===== config.mk =====
export PLATFORM = sky130hd
export DESIGN_NAME = button_conditioner
export DESIGN_NICKNAME = d
export VERILOG_FILES = /design/src/rtl/button_conditioner.sv
export SDC_FILE = /design/constraint.sdc
export NUM_CORES = 1
export LEC_CHECK = 0
export ABC_AREA = 1
export CORE_ASPECT_RATIO = 0.5
export CORE_MARGIN = 10
export CORE_UTILIZATION = 61
export DETAILED_ROUTE_END_ITERATION = 12
export GPL_ROUTABILITY_DRIVEN = 0
export PLACE_DENSITY = 0.91
export SETUP_SLACK_MARGIN = 0.2
export SLEW_MARGIN = 20
export SYNTH_ARGS = -nofsm -noshare
export SYNTH_HDL_FRONTEND = slang
export SYNTH_SLANG_ARGS = --single-unit

===== constraint.sdc =====
create_clock -name clk -period 5.95 [get_ports clk]
set_input_delay 1.19 -clock clk [delete_from_list [all_inputs] [get_ports clk]]
set_output_delay 1.19 -clock clk [all_outputs]
set_load 0.02 [all_outputs]

===== src/rtl/button_conditioner.sv =====
// ---------------------------------------------------------------------------
// button_conditioner
//
// Input-side front end for the whack-a-mole game. Raw pushbutton inputs are
// synchronised and debounced, and single-cycle press events are produced for
// the game core's hit/miss logic.
//
// Ports:
//   clk          in   1      system clock (1 MHz nominal)
//   rst_n        in   1      synchronous reset, active-low
//   btn_raw      in   N_BTN  raw asynchronous button inputs, active-high
//   enable       in   1      1 = game running, 0 = press events suppressed
//   btn_level    out  N_BTN  debounced button levels
//   btn_press    out  N_BTN  one-cycle pulse per bit on a debounced 0->1
//   press_valid  out  1      one-cycle pulse when exactly one press edge occurs
//   press_idx    out  IDX_W  index of that button while press_valid=1, else 0
//   multi_press  out  1      one-cycle pulse when more than one press edge occurs
//
// Configuration macro:
//   BTN_LOCKOUT_EN  when defined, any emitted event closes the event gate until
//                   every debounced level has returned to 0. This blocks
//                   "roll" presses across buttons. When undefined, each button
//                   is gated only by its own debounced release.
// ---------------------------------------------------------------------------
module button_conditioner #(
  parameter int N_BTN           = 8,
  parameter int DEBOUNCE_CYCLES = 1000,
  parameter int CNT_W           = 10,
  parameter int IDX_W           = 3
) (
  input  logic             clk,
  input  logic             rst_n,
  input  logic [N_BTN-1:0] btn_raw,
  input  logic             enable,
  output logic [N_BTN-1:0] btn_level,
  output logic [N_BTN-1:0] btn_press,
  output logic             press_valid,
  output logic [IDX_W-1:0] press_idx,
  output logic             multi_press
);

  // Terminal count: once the counter sits here and the input still disagrees
  // with the accepted level, the input has been stable for DEBOUNCE_CYCLES.
  localparam logic [CNT_W-1:0] CntMax = CNT_W'(DEBOUNCE_CYCLES - 1);

  // Two-flop synchroniser, kept free of any logic between the stages.
  logic [N_BTN-1:0] sync1_q;
  logic [N_BTN-1:0] sync2_q;

  // Per-button debounce counters and accepted levels.
  logic [N_BTN-1:0][CNT_W-1:0] cnt_q;
  logic [N_BTN-1:0][CNT_W-1:0] cnt_d;
  logic [N_BTN-1:0]            level_q;
  logic [N_BTN-1:0]            level_d;
  logic [N_BTN-1:0]            rise;

  // Registered event outputs and their next-state values.
  logic [N_BTN-1:0] press_q;
  logic [N_BTN-1:0] press_d;
  logic             valid_q;
  logic             valid_d;
  logic             multi_q;
  logic             multi_d;
  logic [IDX_W-1:0] idx_q;
  logic [IDX_W-1:0] idx_d;

  // Event decode helpers. IDX_W+1 bits always hold a count up to N_BTN.
  logic [IDX_W:0]   press_cnt;
  logic [IDX_W-1:0] first_idx;
  logic             gate_open;

`ifdef BTN_LOCKOUT_EN
  logic lock_q;
  logic lock_d;
`endif

  // Debounce: the counter measures how long the synchronised input has
  // disagreed with the accepted level. Any agreement restarts it from zero,
  // so a glitch shorter than DEBOUNCE_CYCLES never reaches the terminal count.
  // The counter is cleared on acceptance, so it can never wrap.
  always_comb begin
    cnt_d   = cnt_q;
    level_d = level_q;
    rise    = '0;
    for (int i = 0; i < N_BTN; i++) begin
      if (sync2_q[i] == level_q[i]) begin
        cnt_d[i] = '0;
      end else if (cnt_q[i] == CntMax) begin
        level_d[i] = sync2_q[i];
        cnt_d[i]   = '0;
        rise[i]    = sync2_q[i];
      end else begin
        cnt_d[i] = cnt_q[i] + 1'b1;
      end
    end
  end

  // The event gate follows enable; with lockout built in it is also held
  // closed while a previous event's buttons have not all been released.
`ifdef BTN_LOCKOUT_EN
  assign gate_open = enable & ~lock_q;
`else
  assign gate_open = enable;
`endif

  // Press events are taken from the same edge that updates btn_level, so a
  // level that rose while the gate was closed never produces a late event.
  always_comb begin
    press_d   = rise & {N_BTN{gate_open}};
    press_cnt = '0;
    first_idx = '0;
    for (int i = 0; i < N_BTN; i++) begin
      press_cnt = press_cnt + (IDX_W+1)'(press_d[i]);
      if (press_d[i]) begin
        first_idx = IDX_W'(i);
      end
    end
    valid_d = (press_cnt == (IDX_W+1)'(1));
    multi_d = (press_cnt >  (IDX_W+1)'(1));
    idx_d   = valid_d ? first_idx : '0;
  end

`ifdef BTN_LOCKOUT_EN
  // Setting wins over clearing: a fresh event on the edge where all previous
  // levels read 0 must still lock out whatever follows it.
  always_comb begin
    lock_d = lock_q;
    if (valid_d || multi_d) begin
      lock_d = 1'b1;
    end else if (level_q == '0) begin
      lock_d = 1'b0;
    end
  end
`endif

  // All state, including a mid-debounce count, is discarded by reset.
  always_ff @(posedge clk) begin
    if (!rst_n) begin
      sync1_q <= '0;
      sync2_q <= '0;
      cnt_q   <= '0;
      level_q <= '0;
      press_q <= '0;
      valid_q <= 1'b0;
      multi_q <= 1'b0;
      idx_q   <= '0;
`ifdef BTN_LOCKOUT_EN
      lock_q  <= 1'b0;
`endif
    end else begin
      sync1_q <= btn_raw;
      sync2_q <= sync1_q;
      cnt_q   <= cnt_d;
      level_q <= level_d;
      press_q <= press_d;
      valid_q <= valid_d;
      multi_q <= multi_d;
      idx_q   <= idx_d;
`ifdef BTN_LOCKOUT_EN
      lock_q  <= lock_d;
`endif
    end
  end

  assign btn_level   = level_q;
  assign btn_press   = press_q;
  assign press_valid = valid_q;
  assign press_idx   = idx_q;
  assign multi_press = multi_q;

endmodule


== After elaboration in Yosys (flattened, before gate mapping) ==
Cells that the tools add are included.

* Flip-flop bits (word level): 117
* Latch bits: 0
* RAM bits: 0
* Memory bits (read-only): 0
* Output and inout port bits: 21
* Logic and storage cells: 105
* Memories kept: 0

* Add/subtract/negate cells: 15
* Multiply operators: 0
* Div/mod/pow operators: 0
* $lt $le $gt $ge: 1
* Eq/ne operators: 17
* Shift operators: 0
* Muxes and demuxes: 23
* Bitwise logic cells: 10
* Reductions and logical operators: 17

{| class="wikitable"
|+ Operator list
! kind !! count
|-
| 10-bit by 1-bit adder with 10-bit output (second input constant) || 8
|-
| 10-bit equality test (second input constant) || 8
|-
| 3-bit OR reduction || 8
|-
| 3-bit 2-to-1 mux || 6
|-
| 2-bit AND reduction || 9
|-
| 1-bit 2-to-1 mux || 17
|-
| 4-bit by 1-bit adder with 4-bit output || 4
|-
| 1-bit NOT || 9
|-
| 8-bit AND || 1
|-
| 1-bit equality test || 8
|-
| 3-bit by 1-bit adder with 4-bit output || 1
|-
| 4-bit by 1-bit equality test with 1-bit output (second input constant) || 1
|-
| 4-bit by 1-bit > comparator with 1-bit output (second input constant) || 1
|-
| 2-bit by 1-bit adder with 3-bit output || 1
|-
| 1-bit by 1-bit adder with 2-bit output || 1
|}

== Longest topological paths before layout ==
* Depth after elaboration: 13
* Mapped depth: 17
* Depth with buffers taken out: 17

== Worst setup path before layout ==
OpenSTA, ideal clock, no wires.

* Kind: input port to flip-flop
* From: in enable
* To: reg idx_q[0] (netlist: press_idx[0])
* Library setup time: 0.072 ns
* Data arrival time: 4.230 ns
* Required time: 5.878 ns
* Slack: 1.648 ns
* Stages on the path: 16
* Path through: inv_1 > nor2_1 > nand4_1 > inv_1 > fa_1 > inv_1 > fa_1 > fa_1 > inv_1 > ha_1 > inv_1 > fa_1 > inv_1 > a211oi_1 > nand3_1 > a21oi_1

* Elaborated cells on any way between the ends: 17

{| class="wikitable"
|+ RTL lines
! what !! RTL line !! source
|-
| from (decl) || 34 || <nowiki>input logic enable,</nowiki>
|-
| 8-bit AND (*) || 109 || <nowiki>press_d = rise & {N_BTN{gate_open}};</nowiki>
|-
| named net press_d[3] || 59 || <nowiki>logic [N_BTN-1:0] press_d;</nowiki>
|-
| 3-bit by 1-bit adder with 4-bit output || 113 || <nowiki>press_cnt = press_cnt + (IDX_W+1)'(press_d[i]);</nowiki>
|-
| 4-bit by 1-bit adder with 4-bit output (4 in series) || 113 ||
|-
| 4-bit by 1-bit equality test with 1-bit output || 118 || <nowiki>valid_d = (press_cnt == (IDX_W+1)'(1));</nowiki>
|-
| 2-bit AND reduction (no line) || -- ||
|-
| to (signal assigned) || 158 || <nowiki>idx_q <= idx_d;</nowiki>
|-
| to (decl) || 64 || <nowiki>logic [IDX_W-1:0] idx_q;</nowiki>
|}

The timed path passes the listed nets; every way through them passes the cells marked *.
A chain may end at the register's enable or synchronous reset.

== Worst setup path in the final report ==
Ends and elaborated chain as after synthesis.

==> out/results.txt <==
outcome = completed
CTS Buf Count = 17
Die ar. = 12000 µm²
area of the multi-input gates = 2070 µm²
Clock Skews = 0.00510 ns
Setup CP Type = in -> reg
clock slew seen by the registers of the worst setup and hold paths = 0.05 ns
Leak = 2.26 nW
r2r worst-path depth = 17
most common cell after layout, fill and taps aside = dfxtp_1
slew margin rel. = 0.581
RSZ-0062 raised after global routing = false
Top Family by Delay on Critical Path = adder cells
maximum clock frequency = 199 MHz
Top FF cell, synth = dfxtp_1
number of synthesized flops with an enable pin = 0
Netlist cell types = 37
Port Buffers = 31
Post-CTS Setup Inserts = 0
worst-path fanout max = 6
Hold WS = 0.415 ns
synthesized net count = 627
WP buf/inv = 7
vias in the first global route = 3981
initial core utilization = 0.642
Worst setup SP type = primary input
Detailed Routing Iterations Pass 1 = 4
maximum root-to-sink buffer count = 2
NumNets Final = 674
clock period minus final worst setup slack = 5.02 ns
Vias/cell = 5.27
Ports = 32
Layout area overhead = 20.2%
commonest non-fill, non-tap cells in the layout = dfxtp_1, inv_1, nor2_1
hold-critical path depth = 2
Peak VDD IR = 0.221 mV
Tot GR Track Use = 0.179
core area = 7490 µm²
filler instances = 452
Via Count = 4041
final setup TNS = 0 ns
Final Setup Violations = 0
Worst path max stage delay = 0.64 ns
TritonCTS Sinks = 117
post-synthesis sequential area ratio = 0.488
post-cts hold buffer count = 0
Avg WL per Cell = 13.8 µm
Die Ht = 82.8 µm
largest area contributor in the netlist = dfxtp_1
syn_area_per_cell = 7.99 µm²
clock latency on the worst-skew pair = 0.41 ns
Synth Instances = 601
row cnt = 22
Yosys reg bits = 117
Critical Path End Type = register
initial antenna violation count = 0
total congestion overflow = 0
Worst EP arrival = 5.35 ns
worst hold path type = reg -> reg
drc violations = 0
width of the die = 146 µm
hpwl dp = 6490 µm
Critical Path Stages = 17
post-CTS sizing = 0
clock root buffer = clkbuf_16
Cell Pwr Density = 305 nW/µm²
htree depth = 4
Critical Path RT = 6.28 ns
storage element area = 2340 µm²
CTS tree = yes
slew of the pin with the lowest slew margin = 0.627 ns
synthesized area = 4800 µm²
Max Cap Viol = 0
Final period util = 0.843
largest net degree at the start of global routing = 20
Yosys Warn Count = 0
Final ANT Viol Nets = 0
dominant cells by area after synthesis = dfxtp_1, inv_1, nor2_1
DRT iter0 DRCs = 219
post-synth top area share = 0.488
Routed WL = 10600 µm
Slowest cell on crit path = clkdlybuf4s50_1
Crit path top cell by count = inv_1
final hold vios = 0
CP cell instances = clkdlybuf4s50_1 > inv_1 > nor2_1 > nand4_1 > inv_1 > fa_1 > inv_1 > fa_1 > fa_1 > inv_1 > ha_1 > inv_1 > fa_1 > inv_1 > a211oi_1 > nand3_1 > a21oi_1
share of layout cells above drive strength 1 = 0.0637
fin. max-slew vios = 0
number of inserted diodes = 0
first-pass GRT wire length = 17500 µm
Async SR Flop Fraction = 0
==> path summary, 6_finish.rpt <==
| kind | slack [ns] | from | endpoint |
|---|---|---|---|
| max | 0.93 | enable | press_idx[0] |
| min | 0.41 | sync1_q[4] | sync2_q[4] |
| max reg2reg | 1.59 | cnt_q[30] | press_idx[0] |
| min reg2reg | 0.41 | sync1_q[4] | sync2_q[4] |
==> cells by family (layout without fill, tap and decap cells) <==
family / count (synthesis) / in the layout / share of synthesized area
compound gates: 68 / 68 / 0.0818
xor+xnor: 22 / 22 / 0.0401
fa+ha+maj: 15 / 15 / 0.0453
buf+inv: 103 / 161 / 0.0815
flops: 117 / 117 / 0.488
simple gates: 276 / 276 / 0.264
==> layout make-up <==
| class | instances | share of cell area |
|---|---|---|
| well taps | 108 | 0.0234 |
| clock inverters | 5 | 0.00867 |
| repair buffers | 32 | 0.0550 |
| flip-flops and latches | 117 | 0.406 |
| multi-input cells | 381 | 0.359 |
| clock buffers | 25 | 0.0841 |
| inverters | 99 | 0.0644 |
==> worst reg2reg max path, stage by stage, from the launching register on <==
cell	delay (ns)
dfxtp_1	0.37
ha_1	0.19
nand2_1	0.10
nor3_1	0.31
nand4_1	0.24
inv_1	0.16
fa_1	0.42
inv_1	0.08
fa_1	0.42
fa_1	0.43
inv_1	0.07
ha_1	0.16
inv_1	0.06
fa_1	0.47
inv_1	0.04
a211oi_1	0.31
nand3_1	0.24
a21oi_1	0.21
==> sequential cells by signal, summed over array words and instances (netlist names) <==
register,cells
btn_level,8
press_idx,3
sync1_q,8
btn_press,8
sync2_q,8
press_valid,1
cnt_q,80
multi_press,1
==> synth_stat cells, types with 2 or more instances <==
library cell / n
nand4_1: 8
xnor2_1: 4
o21a_1: 3
or2_2: 3
ha_1: 11
nand3b_1: 2
a21oi_2: 2
inv_1: 98
a31oi_1: 4
dfxtp_1: 117
nor3b_1: 12
xor2_1: 18
nand2_2: 2
nand2_1: 84
nand3_1: 36
nor4_1: 3
nor2_1: 86
nor3_1: 27
o21bai_1: 4
or2_1: 4
a21oi_1: 36
a211oi_1: 2
o21ai_0: 15
fa_1: 4
nand3_2: 4
==> report_power, final <==
part / internal, mW / switching [mW]
Combinational: 0.0119 / 0.0176
Clock: 0.598 / 0.336
Sequential: 0.792 / 0.00455
Total: 1.40 / 0.358
==> metrics by stage <==
stage	std cells	cell area, µm²	total power, mW	setup slack (ns)	util
final	767	5770	1.76	0.934	0.771
after global routing	767	5770	1.80	0.740	0.771
after CTS	767	5770	1.76	0.968	0.771
after detailed placement	737	5240	0.840	0.666	0.700
after floorplan	601	4800	0.827	1.65	-
after global placement	737	5240	0.839	0.884	0.700
==> layer usage <==
layer | GRT usage | routed length [µm]
met3 | 0.0629 | 452
met4 | 0.0852 | 227
met1 | 0.177 | 4430
met2 | 0.345 | 5450
met5 | 0 | 0
(Power assumes the default switching activity.)
